===== src/rtl/perf_counter_bank.sv =====
// perf_counter_bank
// -----------------------------------------------------------------------------
// This module is a bank of NUM_CH independent event counters, each CNT_W bits
// wide. It is intended for cache and predictor performance monitoring.
//
// Each channel counts single-cycle event pulses. A counter either saturates at
// all-ones or wraps to zero, depending on SAT_EN. Each channel also has a
// sticky overflow flag.
//
// A shadow bank captures every live counter on snap_req. Asserting snap_req
// together with clear gives an atomic snapshot-and-clear.
//
// Values are read through a registered read port with one cycle of latency.
//
// Parameters:
//   NUM_CH  number of channels (>= 1)
//   CNT_W   counter width in bits (>= 2)
//   IDX_W   read index width, 2**IDX_W >= NUM_CH
//   SAT_EN  1 = saturate at all-ones, 0 = wrap to zero
//
// Ports:
//   clk          clock, rising edge
//   rst_n        synchronous active-low reset
//   event_pulse  per-channel event pulse
//   count_en     global count enable
//   clear        zero live counters and overflow flags
//   snap_req     copy live counters into the shadow bank
//   rd_req       read request (one per cycle)
//   rd_idx       channel to read
//   rd_shadow    1 = read shadow bank, 0 = read live bank
//   rd_valid     read data valid (one-cycle pulse per request)
//   rd_data      read data, held while rd_valid is low
//   ovf          sticky per-channel overflow flags
// -----------------------------------------------------------------------------
module perf_counter_bank #(
  parameter int NUM_CH = 8,
  parameter int CNT_W  = 32,
  parameter int IDX_W  = 3,
  parameter int SAT_EN = 1
) (
  input  logic              clk,
  input  logic              rst_n,
  input  logic [NUM_CH-1:0] event_pulse,
  input  logic              count_en,
  input  logic              clear,
  input  logic              snap_req,
  input  logic              rd_req,
  input  logic [IDX_W-1:0]  rd_idx,
  input  logic              rd_shadow,
  output logic              rd_valid,
  output logic [CNT_W-1:0]  rd_data,
  output logic [NUM_CH-1:0] ovf
);

  localparam int NUM_SLOTS = 2 ** IDX_W;

  // Per-channel views of the live and shadow banks.
  logic [CNT_W-1:0] w_live   [NUM_CH];
  logic [CNT_W-1:0] w_shadow [NUM_CH];

  // The read mux sees banks padded out to every encodable index.
  // Indices with no channel behind them read as zero.
  logic [CNT_W-1:0] w_live_pad   [NUM_SLOTS];
  logic [CNT_W-1:0] w_shadow_pad [NUM_SLOTS];

  logic             r_rd_valid;
  logic [CNT_W-1:0] r_rd_data;
  logic [CNT_W-1:0] w_rd_sel;

  // ---------------------------------------------------------------------------
  // Per-channel counter, overflow flag and shadow register
  // ---------------------------------------------------------------------------
  genvar gi;
  generate
    for (gi = 0; gi < NUM_CH; gi++) begin : g_ch
      logic [CNT_W-1:0] r_cnt;
      logic [CNT_W-1:0] r_shadow;
      logic             r_ovf;
      logic [CNT_W:0]   w_inc;
      logic             w_carry;
      logic             w_hit;

      // The increment is one bit wider than the counter.
      // Its carry-out is exactly the overflow condition.
      assign w_inc   = {1'b0, r_cnt} + {{CNT_W{1'b0}}, 1'b1};
      assign w_carry = w_inc[CNT_W];
      assign w_hit   = count_en & event_pulse[gi];

      always_ff @(posedge clk) begin
        if (!rst_n) begin
          r_cnt <= '0;
          r_ovf <= 1'b0;
        end else if (clear) begin
          // Clear wins over events in the same cycle; those events are lost.
          r_cnt <= '0;
          r_ovf <= 1'b0;
        end else if (w_hit) begin
          if (w_carry) begin
            // The low bits of w_inc are already zero on wrap.
            r_cnt <= (SAT_EN != 0) ? {CNT_W{1'b1}} : w_inc[CNT_W-1:0];
            r_ovf <= 1'b1;
          end else begin
            r_cnt <= w_inc[CNT_W-1:0];
          end
        end
      end

      // The shadow register takes the value present before this edge.
      // Combined with clear, this makes snapshot-and-clear atomic.
      always_ff @(posedge clk) begin
        if (!rst_n) begin
          r_shadow <= '0;
        end else if (snap_req) begin
          r_shadow <= r_cnt;
        end
      end

      assign w_live[gi]   = r_cnt;
      assign w_shadow[gi] = r_shadow;
      assign ovf[gi]      = r_ovf;
    end
  endgenerate

  // ---------------------------------------------------------------------------
  // Padding of the banks to the full index space
  // ---------------------------------------------------------------------------
  generate
    for (gi = 0; gi < NUM_SLOTS; gi++) begin : g_pad
      if (gi < NUM_CH) begin : g_real
        assign w_live_pad[gi]   = w_live[gi];
        assign w_shadow_pad[gi] = w_shadow[gi];
      end else begin : g_empty
        assign w_live_pad[gi]   = '0;
        assign w_shadow_pad[gi] = '0;
      end
    end
  endgenerate

  // ---------------------------------------------------------------------------
  // Registered read port
  // ---------------------------------------------------------------------------
  always_comb begin
    w_rd_sel = '0;
    if (rd_shadow) begin
      w_rd_sel = w_shadow_pad[rd_idx];
    end else begin
      w_rd_sel = w_live_pad[rd_idx];
    end
  end

  // The read samples pre-edge bank contents.
  // A read in the same cycle as snap_req or clear therefore sees the old value.
  // A reset drops any request in flight.
  always_ff @(posedge clk) begin
    if (!rst_n) begin
      r_rd_valid <= 1'b0;
      r_rd_data  <= '0;
    end else begin
      r_rd_valid <= rd_req;
      if (rd_req) begin
        r_rd_data <= w_rd_sel;
      end
    end
  end

  assign rd_valid = r_rd_valid;
  assign rd_data  = r_rd_data;

endmodule


===== config.mk =====
export PLATFORM = sky130hd
export DESIGN_NAME = perf_counter_bank
export DESIGN_NICKNAME = d
export VERILOG_FILES = /design/src/rtl/perf_counter_bank.sv
export SDC_FILE = /design/constraint.sdc
export NUM_CORES = 1
export LEC_CHECK = 0
export ABC_AREA = 1
export CAP_MARGIN = 15
export CORE_MARGIN = 4
export CORE_UTILIZATION = 51
export CTS_CLUSTER_SIZE = 12
export DETAILED_ROUTE_END_ITERATION = 6
export PLACE_DENSITY = 0.7
export SLEW_MARGIN = 5
export SYNTH_ARGS = -nofsm -noshare
export SYNTH_HDL_FRONTEND = slang
export SYNTH_SLANG_ARGS = --single-unit

===== constraint.sdc =====
create_clock -name clk -period 2.6 [get_ports clk]
set_input_delay 0.39 -clock clk [delete_from_list [all_inputs] [get_ports clk]]
set_output_delay 0.39 -clock clk [all_outputs]
set_load 0.05 [all_outputs]

# --- After elaboration in Yosys (flattened, before gate mapping) ---
# Cells that the tools add are included.
# W data, S select, Z words.
classes:
  bitwise: 10
  magnitude_cmp: 1
  reduce_logical: 9
  addsub: 8
  n_mux: 15
op_table:
  columns: ["cell", "count"]
  rows:
  - ["$mux W32", 13]
  - ["$add A32 B1 Y33 const B", 8]
  - ["$bmux W32 S3", 2]
  - ["$reduce_and A2 Y1", 8]
  - ["$and A1 B1 Y1", 8]
  - ["$ge A4 B4 Y1 const B", 1]
  - ["$not A3 Y4", 1]
  - ["$reduce_or A2 Y1", 1]
  - ["$not A1 Y1", 1]
word_totals:
  in_bits: 18
  wordCells: 69
  reg_bits: 553
  out_inout_bits: 41

# --- Longest topological paths before layout ---
# Gate-level depths: netlist (run 1).
depth:
  word_depth: 5
  ltp_mapped: 12
  ltp_nobuf: 11

# --- Worst setup path after synthesis (run 1) ---
# Ideal clock, no wire load.
synth_path:
  kind: "register to register"
  start: "reg g_ch[5].r_cnt[0]"
  end: "reg g_ch[5].r_cnt[15]"
  slack_ns: 0.984
  arrival_time_ns: 1.550
  setup_ns: 0.066
  period_less_slack_ns: 1.616
  required_ns: 2.534
  path_stages_with_launch: 9
  path_buffers: 1
  path_cell_list: "dfxtp_1 > ha_1 > nand3_2 > nor2_4 > nand2_2 > nor2_8 > nand4_4 > buf_6 > a21oi_2"
synth_via:
  elab_chain_len: 2
synth_lines:
  columns: ["item", "line_no", "source"]
  rows:
  - ["from (decl)", "76", "logic [CNT_W-1:0] r_cnt;"]
  - ["from (signal assigned)", "100", "r_cnt <= (SAT_EN != 0) ? {CNT_W{1'b1}} : w_inc[CNT_W-1:0];"]
  - ["from (signal assigned)", "103", "r_cnt <= w_inc[CNT_W-1:0];"]
  - ["$add A32 B1 Y33", "85", "assign w_inc = {1'b0, r_cnt} + {{CNT_W{1'b0}}, 1'b1};"]
  - ["$mux W32", "98", "if (w_carry) begin"]
# Every way passes these cells.
# A chain may end at the register's enable or synchronous reset.

# --- Worst setup path after layout (run 1) ---
layout_path:
  start: "reg r_rd_data[30], in the netlist rd_data[30]"
  end: "out rd_data[30]"
layout_rtl:
  columns: ["item", "line_no", "source"]
  rows:
  - ["from (decl)", "67", "logic [CNT_W-1:0] r_rd_data;"]
  - ["from (signal assigned)", "161", "r_rd_data <= w_rd_sel;"]
  - ["to (decl)", "51", "output logic [CNT_W-1:0] rd_data,"]
# No word-level cell between the ends.

==> results.py, run 1 <==
metrics = {
    "run_status": {
        "run_status": "completed",
    },
    "worst_hold_path": {
        "whs_path_depth": 2,
        "holdCritStartpoint": "snap_req",
        "hold_path.class": "in2reg",
        "min_delay_worst_endpoint": "g_ch[3].r_shadow[28]",
    },
    "critical_path": {
        "critPathRequiredTime_ps": 2210,
        "slowest_delay_ps": 870,
        "cp_slowest_cell": "clkdlybuf4s50_1",
        "crit_chain": "clkdlybuf4s50_1",
        "critPathLaunchType": "flip-flop",
        "reg2reg_from": "g_ch[5].r_cnt[1]",
        "path_buf_inv": 1,
        "crit_fanout": 2,
        "timing.rr.end": "g_ch[5].r_cnt[9]",
        "r2r_slack_ps": 460,
        "r2r_cells": 8,
        "critPathArrivalTime_ps": 1970,
        "startpoint": "rd_data[30]",
        "path_delay_family": "buffers and inverters",
        "critPathKind": "reg2out",
        "crit_path_end_kind": "output port",
    },
    "yosys": {
        "syn_area_per_cell_um2": 6.31,
        "synthCells": 4763,
        "synth-main-ff-cell": "dfxtp_1",
        "synth.area.top_cells": "dfxtp_1 (37%), nand2_1 (16%), nand3_1 (11%)",
        "yosysTopAreaCell": "dfxtp_1",
        "synth_seq_cells": 553,
        "yosysTopAreaCellShare_pct": 36.8,
        "synth_cell_types": 40,
        "synth_area_um2": 30100,
        "synth_fp_nets": 4789,
        "synth-edff-count": 0,
        "yosys_warnings": 0,
        "ys_async_sr_fraction_pct": 0,
        "seq_area_frac_synth_pct": 36.8,
    },
    "global_routing": {
        "grt-busiest-layer": "met1",
        "gr-usage-met2_pct": 47.4,
        "grt_max_degree": 144,
        "met3_usage_pct": 5.07,
        "grtUsageTotal_pct": 32.8,
        "antenna_found_initial": 1,
        "grt_pass1_wl_mm": 164,
        "met1_usage_pct": 48.8,
        "overflow": 0,
        "grt_pass1_vias": 27700,
    },
    "place": {
        "gp_congestion": 0.976,
        "port_buffers": 58,
        "place_hpwl_mm": 78.6,
    },
    "drt": {
        "drc": 0,
        "via_per_inst": 5.72,
        "drt_iter0_markers": 4205,
        "drt_pass1_iterations": 6,
        "postRouteWirelength_mm": 108,
        "vias": 31700,
        "post_drt_wl_per_cell_um": 19.5,
        "ant_nets": 0,
    },
    "clock_tree": {
        "cts_buffers": 61,
        "clock_sinks": 553,
        "cts_tree": "built",
        "postCtsHoldBufs": 0,
        "cts_setup_buffers": 0,
        "ctsResizeCount": 0,
        "cts-root-buf": "clkbuf_16",
        "cts_max_path_buffers": 3,
        "cts_max_level": 2,
        "clock_latency_ps": 650,
        "cts.clk_slew.worst_paths_ps": 60,
    },
    "die": {
        "die_area_um2": 62900,
        "initial_core_util_pct": 51.8,
        "rows": 88,
        "core_um2": 58000,
        "ioPinCount": 59,
        "die_y_um": 251,
        "die_w_um": 251,
    },
    "sta": {
        "hold_viol": 0,
        "hold_ws_ps": 121,
        "grt_setup_unrepaired": "no",
        "slew_headroom_pct": 45.8,
        "fmax_mhz": 424,
        "period_share_pct": 90.8,
        "fin_setup_tns_ps": 0,
        "fin_crit_ps": 2360,
        "setup_viol": 0,
        "worst_pin_slew_ps": 805,
        "slew_violations": 0,
        "skew_ps": 30.0,
    },
    "power_and_ir_drop": {
        "p_leak_nw": 13.5,
        "vdd_drop_max_v": 0.000564,
        "power_density_nw_per_um2": 588,
    },
    "cells_and_area": {
        "area_growth_syn_to_layout_pct": 11.7,
        "final_util_pct": 57.9,
        "nets": 4749,
        "num-fill-cells": 5777,
        "diodes": 0,
        "drive_gt1_share_pct": 6.47,
    },
    "run": {
        "cap_violations": 0,
    },
}
## sequential cells by signal, summed over array words and instances, names as in the netlist
name / flops
rd_data: 32
g_ch.r_cnt: 256
g_ch.r_shadow: 256
g_ch.r_ovf: 8
rd_valid: 1
## how the worst max path moves through the flow
stage / slack (ps) / end / cells past startpoint
floorplan: 980 / g_ch[5].r_cnt[15] / 8
global placement: 190 / g_ch[3].r_cnt[29] / 10
detailed placement: 140 / g_ch[3].r_cnt[29] / 10
CTS: 200 / ovf[4] / 1
global route: 230 / g_ch[5].r_cnt[28] / 9
finish: 240 / rd_data[30] / 1
## cell usage after synthesis, types with 12 or more instances
cell      number
nand2_2       12
nand2_1     1283
o21ai_0      347
dfxtp_1      553
inv_2         12
nand3b_1      17
a31oi_1       38
nor2_1       576
buf_4         14
xnor2_1       15
inv_1        401
nor3_1        24
buf_2         76
xor2_1        57
a21oi_2       16
nand4_1       71
a21oi_1      341
nand3_1      643
buf_1         21
clkbuf_1     145
nor2_2        26
## metal layers
layer / up-vias / routed length [µm]
li1: 15400 / -
met1: 14600 / 48200
met2: 1523 / 44600
met3: 222 / 10400
met4: 2 / 4960
met5: - / 7
## through the flow
step / total power (W) / worst slack [ps] / cells / cell area, µm²
after global placement: 0.0108 / 187 / 5425 / 31500
after CTS: 0.0197 / 203 / 5538 / 33600
final: 0.0197 / 240 / 5538 / 33600
after global routing: 0.0203 / 233 / 5538 / 33600
after detailed placement: 0.0108 / 142 / 5425 / 31500
after floorplan: 0.0101 / 984 / 4763 / 30100
## cells in the final DEF, fill, tap and decap left out, types with 10 or more instances in the layout
cell             instances
xor2_1                  57
nand2_2                 12
a21oi_2                 16
nor2_4                  10
nand2_1               1283
xnor2_1                 15
clkbuf_16               61
clkinv_2                14
nor3_1                  24
clkbuf_8                14
nand3_1                643
nand4_1                 71
nor2_1                 575
o21ai_0                347
clkdlybuf4s50_1         52
buf_12                  25
nor2_2                  26
nand3b_1                17
dfxtp_1                553
a21oi_1                341
clkbuf_1                14
inv_1                  400
a31oi_1                 38
buf_4                   77
## cell type report
type / count / area [µm²] / share of cell area, %
repair buffers: 159 / 1650 / 4.92
clock buffers: 89 / 1770 / 5.28
well taps: 765 / 957 / 2.85
clock inverters: 24 / 284 / 0.846
multi-input cells: 3533 / 16300 / 48.5
flip-flops and latches: 553 / 11100 / 33.0
inverters: 415 / 1570 / 4.68
## logic make-up (layout without fill, tap and decap cells)
logic type,after synthesis,count (layout),share of synthesized area [%]
AND/OR/NAND/NOR,2699,2699,38.7
AO/OA/AOI/OAI,753,753,13.0
buffers and inverters,677,687,9.07
flip-flops,553,553,36.8
XOR/XNOR,72,72,2.10
adder cells (fa/ha/maj),8,8,0.333
multiplexers,1,1,0.0333
## power breakdown
part	internal (W)	total, W	switching, W
Sequential	0.00871	0.00886	0.000150
Combinational	0.000516	0.00182	0.00130
Clock	0.00529	0.00904	0.00375
(Power assumes the default switching activity.)
==> run 2, diff against run 1 <==
- clock period: 2.6 -> 2.4 ns (I/O delays scaled with it)
==> run 2 against run 1 <==
  * Non-clock buffer count is 33 higher
  * Count of clock-buffer cells in the layout is 1 higher
  * Clock skew is 12 ps lower
  * Critical path depth stayed put
  * Via count is 0.66% higher
  * Combinational power is 10% higher
  * Die area stayed put
  * Global-route usage is 0.26 points higher
  * Routed wire length hardly changed
  * Register-to-register slack worse by 220 ps
  * Utilization is 0.57 points higher
  * Flip-flop and latch count stayed put
  * Critical path type unchanged
  * Largest power group unchanged
==> results.py, run 2 (synthesis results as in run 1) <==
metrics = {
    "cells_and_area": {
        "layout_commonest_cell": "nand2_1",
        "mostFrequentLayoutCells": "nand2_1 (1283), nand3_1 (643), nor2_1 (575), dfxtp_1 (553), inv_1 (400)",
        "final_cell_count_no_fill": 5565,
        "area_growth_syn_to_layout_pct": 12.8,
        "diodes": 0,
        "drive_gt1_share_pct": 7.06,
        "final_util_pct": 58.4,
        "nets": 4782,
    },
    "sta": {
        "worst_pin_slew_ps": 809,
        "fin_crit_ps": 2310,
        "hold_viol": 0,
        "period_share_pct": 96.5,
        "hold_ws_ps": 211,
        "slew_headroom_pct": 45.5,
        "grt_setup_unrepaired": "no",
        "skew_ps": 18.0,
        "slew_violations": 0,
        "fin_setup_tns_ps": 0,
        "fmax_mhz": 432,
        "setup_viol": 0,
    },
    "power_and_ir_drop": {
        "intPower_w": 0.0157,
        "p_leak_nw": 13.7,
        "power_density_nw_per_um2": 628,
        "p_clk_share_pct": 45.5,
        "combPwrFrac_pct": 9.5,
        "p_sw_share_pct": 26.1,
        "vdd_drop_max_v": 0.000627,
        "p_switching_w": 0.00554,
        "power_frac_seq_pct": 45.1,
    },
    "die": {
        "initial_core_util_pct": 51.8,
        "ioPinCount": 59,
        "die_w_um": 251,
        "core_um2": 58000,
        "die_y_um": 251,
        "die_area_um2": 62900,
        "rows": 88,
    },
    "clock_tree": {
        "cts.clk_slew.worst_paths_ps": 60,
        "cts_max_level": 2,
        "cts_setup_buffers": 0,
        "cts_tree": "built",
        "cts_buffers": 61,
        "clock_sinks": 553,
        "postCtsHoldBufs": 0,
        "cts-root-buf": "clkbuf_16",
        "ctsResizeCount": 0,
        "clock_latency_ps": 640,
        "cts_max_path_buffers": 3,
    },
    "place": {
        "gp_congestion": 0.969,
        "dp_cells": 5458,
        "place_hpwl_mm": 78.6,
        "port_buffers": 58,
    },
    "global_routing": {
        "grtUsageTotal_pct": 33.1,
        "overflow": 0,
        "grt_pass1_vias": 27900,
        "grt_max_degree": 157,
        "grt_pass1_wl_mm": 166,
        "antenna_found_initial": 0,
    },
    "drt": {
        "via_per_inst": 5.73,
        "drt_iter0_markers": 4239,
        "drt_pass1_iterations": 6,
        "postRouteWirelength_mm": 108,
        "ant_nets": 0,
        "drc": 0,
        "vias": 31900,
        "post_drt_wl_per_cell_um": 19.4,
    },
    "worst_hold_path": {
        "hold_path.class": "in2reg",
        "whs_path_depth": 2,
    },
    "critical_path": {
        "critPathLaunchType": "flip-flop",
        "cp_slowest_cell": "clkdlybuf4s50_1",
        "critPathArrivalTime_ps": 1950,
        "critPathRequiredTime_ps": 2040,
        "crit_cells": 1,
        "r2r_cells": 11,
        "crit_chain": "clkdlybuf4s50_1",
        "slowest_delay_ps": 860,
        "critPathKind": "reg2out",
        "path_delay_family": "buffers and inverters",
        "crit_path_end_kind": "output port",
        "crit_fanout": 2,
        "path_buf_inv": 1,
    },
    "run_status": {
        "run_status": "completed",
    },
    "run": {
        "cap_violations": 0,
    },
}
run 2: changes by cell type in the layout (fill, tap and decap cells not counted), sizes merged:
cell	change
buf	+33
clkinv	-4
inv	-2
bufinv	-1
clkbuf	+1
run 2: layout make-up:
cell class | instances | area, µm²
multi-input cells | 3533 | 16300
inverters | 415 | 1570
well taps | 765 | 957
repair buffers | 192 | 2010
clock buffers | 90 | 1820
flip-flops and latches | 553 | 11100
clock inverters | 17 | 213
fillers | 5696 | 24100
run 2: layer usage:
| layer | part of all wire [%] | vias up | GRT usage [%] |
|---|---|---|---|
| met4 | 4.1 | 0 | 12.0 |
| met2 | 42 | 1655 | 47.6 |
| li1 | - | 15400 | - |
| met1 | 43 | 14600 | 49.0 |
| met5 | 0 | - | 0 |
| met3 | 11 | 222 | 6.49 |
run 2: final timing paths:
| path | startpoint | endpoint | slack [ps] |
|---|---|---|---|
| worst min register to register | g_ch[3].r_ovf | g_ch[3].r_ovf | 450 |
| worst max-delay path | rd_data[15] | rd_data[15] | 90 |
| worst min-delay path | snap_req | g_ch[1].r_shadow[3] | 210 |
| worst max register to register | g_ch[0].r_cnt[0] | g_ch[0].r_cnt[31] | 240 |
run 2: through the flow:
step	total power, W	setup WS (ps)	cell area [µm²]
floorplan	0.0110	784	30100
global placement	0.0117	83.7	31900
detailed placement	0.0117	60.4	31900
CTS	0.0213	68.4	33900
global route	0.0219	67.2	33900
finish	0.0213	85.1	33900
run 2: power by group through the flow:
| stage | Combinational, W | Clock (W) | Sequential (W) |
|---|---|---|---|
| finish | 0.00201 | 0.00967 | 0.00959 |
| global route | 0.00216 | 0.0101 | 0.00961 |
| CTS | 0.00196 | 0.00974 | 0.00959 |
| detailed placement | 0.00195 | 0 | 0.00978 |
| global placement | 0.00194 | 0 | 0.00978 |
| floorplan | 0.00108 | 0 | 0.00987 |
